File: src/rtl/button_debouncer.sv
// Push-button conditioner: synchronise, debounce, and derive press,
// release and long-press pulses for each key channel independently.
module button_debouncer #(
    parameter int NUM_BUTTONS       = 4,
    parameter int DEBOUNCE_CYCLES   = 270000,
    parameter int LONG_PRESS_CYCLES = 27000000,
    parameter bit ACTIVE_LOW        = 1'b1
) (
    input  logic                   Clock,
    input  logic                   Reset,
    input  logic [NUM_BUTTONS-1:0] raw_buttons,
    output logic [NUM_BUTTONS-1:0] level,
    output logic [NUM_BUTTONS-1:0] pressed,
    output logic [NUM_BUTTONS-1:0] released,
    output logic [NUM_BUTTONS-1:0] long_press
);

    localparam int DW = $clog2(DEBOUNCE_CYCLES);
    localparam int LW = $clog2(LONG_PRESS_CYCLES);
    localparam logic [DW-1:0] DMAX = DW'(DEBOUNCE_CYCLES - 1);
    localparam logic [LW-1:0] LMAX = LW'(LONG_PRESS_CYCLES - 1);
    localparam logic [NUM_BUTTONS-1:0] IDLE_PIN =
        ACTIVE_LOW ? {NUM_BUTTONS{1'b1}} : {NUM_BUTTONS{1'b0}};

    logic [NUM_BUTTONS-1:0] sync1_q, sync2_q;
    logic [NUM_BUTTONS-1:0] s_q, s_d;
    logic [NUM_BUTTONS-1:0] level_q, level_d;
    logic [NUM_BUTTONS-1:0] press_q, press_d;
    logic [NUM_BUTTONS-1:0] rel_q, rel_d;
    logic [NUM_BUTTONS-1:0] lp_q, lp_d;
    logic [NUM_BUTTONS-1:0] held_q, held_d;
    logic [DW-1:0] dcnt_q [NUM_BUTTONS];
    logic [DW-1:0] dcnt_d [NUM_BUTTONS];
    logic [LW-1:0] lcnt_q [NUM_BUTTONS];
    logic [LW-1:0] lcnt_d [NUM_BUTTONS];

    always_comb begin
        s_d     = ACTIVE_LOW ? ~sync2_q : sync2_q;
        level_d = level_q;
        held_d  = held_q;
        press_d = '0;
        rel_d   = '0;
        lp_d    = '0;
        dcnt_d  = dcnt_q;
        lcnt_d  = lcnt_q;
        for (int i = 0; i < NUM_BUTTONS; i++) begin
            // Any cycle agreeing with the accepted level restarts the count.
            if (s_q[i] == level_q[i]) begin
                dcnt_d[i] = '0;
            end else if (dcnt_q[i] == DMAX) begin
                level_d[i] = s_q[i];
                dcnt_d[i]  = '0;
                press_d[i] = s_q[i];
                rel_d[i]   = ~s_q[i];
            end else begin
                dcnt_d[i] = dcnt_q[i] + DW'(1);
            end

            if (!level_q[i]) begin
                lcnt_d[i] = '0;
                held_d[i] = 1'b0;
            end else if (!held_q[i]) begin
                if (lcnt_q[i] == LMAX) begin
                    lp_d[i]   = 1'b1;
                    held_d[i] = 1'b1;
                end else begin
                    lcnt_d[i] = lcnt_q[i] + LW'(1);
                end
            end
        end
    end

    always_ff @(posedge Clock or posedge Reset) begin
        if (Reset) begin
            sync1_q <= IDLE_PIN;
            sync2_q <= IDLE_PIN;
            s_q     <= '0;
            level_q <= '0;
            press_q <= '0;
            rel_q   <= '0;
            lp_q    <= '0;
            held_q  <= '0;
            for (int i = 0; i < NUM_BUTTONS; i++) begin
                dcnt_q[i] <= '0;
                lcnt_q[i] <= '0;
            end
        end else begin
            sync1_q <= raw_buttons;
            sync2_q <= sync1_q;
            s_q     <= s_d;
            level_q <= level_d;
            press_q <= press_d;
            rel_q   <= rel_d;
            lp_q    <= lp_d;
            held_q  <= held_d;
            dcnt_q  <= dcnt_d;
            lcnt_q  <= lcnt_d;
        end
    end

    assign level      = level_q;
    assign pressed    = press_q;
    assign released   = rel_q;
    assign long_press = lp_q;

endmodule

File: config.mk
export PLATFORM = sky130hd
export DESIGN_NAME = button_debouncer
export DESIGN_NICKNAME = d
export VERILOG_FILES = /design/src/rtl/button_debouncer.sv
export SDC_FILE = /design/constraint.sdc
export NUM_CORES = 1
export LEC_CHECK = 0
export ABC_AREA = 1
export BUFFER_PORTS_ARGS = -buffer_cell sky130_fd_sc_hd__clkbuf_2
export CELL_PAD_IN_SITES_DETAIL_PLACEMENT = 0
export CELL_PAD_IN_SITES_GLOBAL_PLACEMENT = 1
export CORE_MARGIN = 10
export CORE_UTILIZATION = 47
export CTS_CLUSTER_DIAMETER = 100
export DETAILED_ROUTE_END_ITERATION = 10
export GPL_TIMING_DRIVEN = 1
export HOLD_SLACK_MARGIN = 0.08
export PLACE_DENSITY_LB_ADDON = 0.1
export REMOVE_ABC_BUFFERS = 1
export SLEW_MARGIN = 15
export SYNTH_ARGS = -nofsm -noshare
export SYNTH_HDL_FRONTEND = slang
export SYNTH_SLANG_ARGS = --single-unit
export TNS_END_PERCENT = 50
File: constraint.sdc
create_clock -name Clock -period 6.6 [get_ports Clock]
set_input_delay 0.33 -clock Clock [delete_from_list [all_inputs] [get_ports Clock]]
set_output_delay 0.33 -clock Clock [all_outputs]
set_load 0.02 [all_outputs]
* After elaboration in Yosys (flattened, before gate mapping) *
Cells that the tools add are included.

storage, ports and cells
  register bits after elaboration = 208
  bits in latches = 0
  RAM bits = 0
  memory bits (read-only) = 0
  bits of input ports = 6
  memories kept = 0

operators by class
  add/sub/neg operators = 8
  multipliers = 0
  divide/modulo/power cells = 0
  magnitude comparators = 0
  equal/unequal tests = 20
  shift-type cells = 0
  muxes and demuxes = 56
  bitwise gates (word level) = 9
  reduce and logical (&&, ||, !) cells = 8

operators with widths
  kind                                           count
  two-way mux 25 bit                             12
  two-way mux 19 bit                             8
  adder 25 x 1 -> 25 bit, second input constant  4
  equality test 25 bit, second input constant    4
  adder 19 x 1 -> 19 bit, second input constant  4
  equality test 19 bit, second input constant    4
  two-way mux 1 bit                              36
  != test 2 bit, second input constant           8
  AND reduction 2 bit                            8
  inverter 1 bit                                 8
  equality test 1 bit                            4
  inverter 4 bit                                 1

* Longest topological paths before layout *
  depth in word-level cells = 4
  depth in mapped cells = 12
  depth with buffers taken out = 11

* Worst setup path after synthesis *
No wires, ideal clock.

  path type = flip-flop to flip-flop
  start point = register lcnt_q[0] in the netlist's numbering
  end point = register lcnt_q[11] in the netlist's numbering
  data arrival time = 1659 ps
  slack = 4875 ps
  cell stages (with the launch flop) = 10
  buffers on the path = 1
  clock period less this slack = 1725 ps
  path through = dfrtp_1 > ha_1 > nand3_2 > nor2_4 > nand3_1 > nor2_2 > nor2_2 > clkbuf_1 > nand4_1 > nand2_1

between the ends
  word-level cells in the longest chain between the ends = 4

ends and longest elaborated chain
  item                    line  text
  from (decl)             34    logic [LW-1:0] lcnt_q [NUM_BUTTONS];
  from (signal assigned)  97    lcnt_q <= lcnt_d;
  adder 25 x 1 -> 25 bit  67    lcnt_d[i] = lcnt_q[i] + LW'(1);
  two-way mux 25 bit      63    if (lcnt_q[i] == LMAX) begin
  two-way mux 25 bit      62    end else if (!held_q[i]) begin
  two-way mux 25 bit      59    if (!level_q[i]) begin

Parallel ways exist; a longest one is shown, timed or not. The select of a mux whose other input is x is not followed.
A chain may end at the register's enable or synchronous reset.

* Worst setup path after layout *
  start point = register lcnt_q[50] in the netlist's numbering
  end point = register lcnt_q[63] in the netlist's numbering

The elaborated chain is that of the path after synthesis.

==> metrics.txt <==
Reg2Reg Depth=8; area growth from synthesis to layout=10.2%; worst path required time=7.01 ns; r2r setup slk=3.98 ns; DRT Pass-1 Iters=5; relative slew slack=0.302; Max Freq=381 MHz; clock-pin slew of the registers on the worst-case setup and hold paths=0.06 ns; largest net degree at the start of global routing=145; Startpoint Class=register; Final min period=2.62 ns; post-synthesis cell count=1627; nets@finish=1669; #FFs+latches synth=208; die area=0.0318 sq mm; final hold vios=0; register area share after synthesis=0.442; CTS root buffer=clkbuf_16; Tot Pwr=2690 uW; power per cell area=207 mW/mm^2; Resize count post-CTS=0; Synth async-reset ratio=1.00; WL/cell=13.5 microns; DP Area=0.0122 sq mm; Util after Layout=0.530; initial drt markers=767; Arr. time, crit path=3.04 ns; proportion of layout cells with a drive suffix above 1=0.0634; post-DP HPWL=18.8 mm; antenna diode count=0; RSZ-0062 raised after global routing=false; synth warn=0; vias in the first global route=9545; reg2reg start=lcnt_q[50]; initial antenna violation count=0; core area=0.0245 sq mm; drt total wl=26.9 mm; Syn Area/Cell=7.25 sq um; worst flop-to-flop path endpoint=lcnt_q[63]; Remaining DRCs=0; Setup Buffers After CTS=0; final slew viol count=0; CTS tree=done; Starting Density=0.481; largest area contributor in the netlist=dfrtp_1; Tcrit/Tclk final=0.398; worst clock skew=0.00825 ns; P_leak=0.00554 uW; largest cells by area after synthesis=dfrtp_1 42%, nand2_1 16%, nor2_1 10%; hold_ws=0.0195 ns; crit path to=lcnt_q[63]; min-delay worst type=in2async; Max Buffers Root-to-Sink=3; class of the most critical setup path=reg2reg; EDFF count, synth=0; worst-skew pair later-pin latency=0.51 ns; clock sink count=208; share of the synthesized area in the top cell type=0.424; most common flop cell mapped by yosys=dfrtp_1; Die H=178 microns; Post-synth top cells=489 x nand2_1, 316 x nor2_1, 200 x dfrtp_1; fin area=0.0130 sq mm; Via density=5.01; Rows=57; total gr overflow=0; area of the mapped netlist=0.0118 sq mm; H-tree depth=1; Inserted Clock Buffers=25; via count=10001; Total GRT Usage=0.172; status=completed; CP max FO=16; final setup TNS=0 ns; remaining antenna violation count=0; most frequent cell after synthesis=nand2_1; Worst setup startpoint=lcnt_q[50]; CP Capture Type=register; VDD IR max=0.000199 V; # setup viols final=0; Slew @ Worst Pin=1.05 ns; max cap viols=0; Yosys cell types=35; routability cong.=0.851; first-pass GRT wire length=46.6 mm; num ports=22; die extent in x=178 microns; fill count=2443; PortBufs=21
state kept, by name, summed over array words and instances (netlist names):
name        count
dcnt_q         76
sync2_q         4
released        4
level           4
pressed         4
s_q             4
lcnt_q        100
sync1_q         4
held_q          4
long_press      4
cell usage in the layout (no fill, tap or decap), types with 3 or more instances in the layout:
cell,synthesis,routed
inv_2,4,4
inv_1,153,152
dlygate4sd3_1,0,4
or2_2,3,3
dfrtp_1,200,200
dfstp_2,8,8
nand3_1,107,107
ha_1,8,8
nor2_4,5,5
o21bai_1,7,7
nand2_1,489,489
nor2_2,6,6
clkinvlp_4,0,3
nand3_2,4,4
xor2_1,69,69
clkbuf_2,0,21
nor4_1,3,3
xnor2_1,24,24
nand2_2,3,3
nor2_1,316,316
o21ai_1,7,7
nand3b_1,10,10
clkbuf_16,0,25
a21oi_1,11,11
nand4_1,61,61
clkinv_2,0,6
o21ai_0,36,36
clkbuf_1,6,6
o21ai_2,7,7
nor3_1,53,53
repair_timing:
action | 4_1_cts | 5_1_grt
endpoints found under the setup margin | 0 | 0
endpoints found under the hold margin | 4 | 0
hold buffers | 4 | 0
worst min path at each step:
stage | from | end | slack (ns)
floorplan | raw_buttons[0] | sync1_q[0] | 0.33
global placement | sync1_q[1] | sync2_q[1] | 0.35
detailed placement | sync1_q[3] | sync2_q[3] | 0.35
CTS | Reset | pressed[0] | 0.09
global route | Reset | pressed[0] | 0.11
finish | Reset | pressed[0] | 0.02
critical path: stages, from the launching register on:
cell     delay, ns
dfrtp_1       0.44
ha_1          0.30
nand3_2       0.16
nor2_4        0.06
nand3_2       0.07
nor2_1        0.04
nor2_1        0.67
nand2_2       0.47
o21ai_0       0.31
kinds of logic after synthesis:
kind of cell / Yosys count / synth area share
AO/OA/AOI/OAI: 69 / 0.0335
XOR/XNOR: 93 / 0.0690
adder cells (fa/ha/maj): 8 / 0.00848
buffers and inverters: 185 / 0.0653
flip-flops: 208 / 0.442
AND/OR/NAND/NOR: 1064 / 0.382
stage by stage:
step / worst slack (ns) / cells
after CTS: 3.95 / 1997
after global routing: 3.78 / 1997
final: 3.98 / 1997
after global placement: 4.05 / 1948
after floorplan: 0.602 / 1601
after detailed placement: 3.97 / 1948
layer usage:
layer,wire length (microns),track usage,vias to the layer above
met3,1010,0.0243,28
met4,405,0.0393,0
met1,13800,0.248,4615
li1,-,-,5212
met5,0,0,-
met2,11800,0.269,146
final cells by class:
class	count	area (sq um)	share of cell area
inverter	159	609	0.0469
clock inverter	12	121	0.00934
multi-input combinational	1234	5810	0.447
tap	324	405	0.0312
clock buffer	33	676	0.0520
sequential	208	5220	0.401
timing repair buffer	27	160	0.0123
power breakdown:
part           internal, uW  switching [uW]
sequential             1290            5.99
clock                   798             542
combinational          10.6            41.4
total                  2100             590
Power figures use the tool's default switching activity.
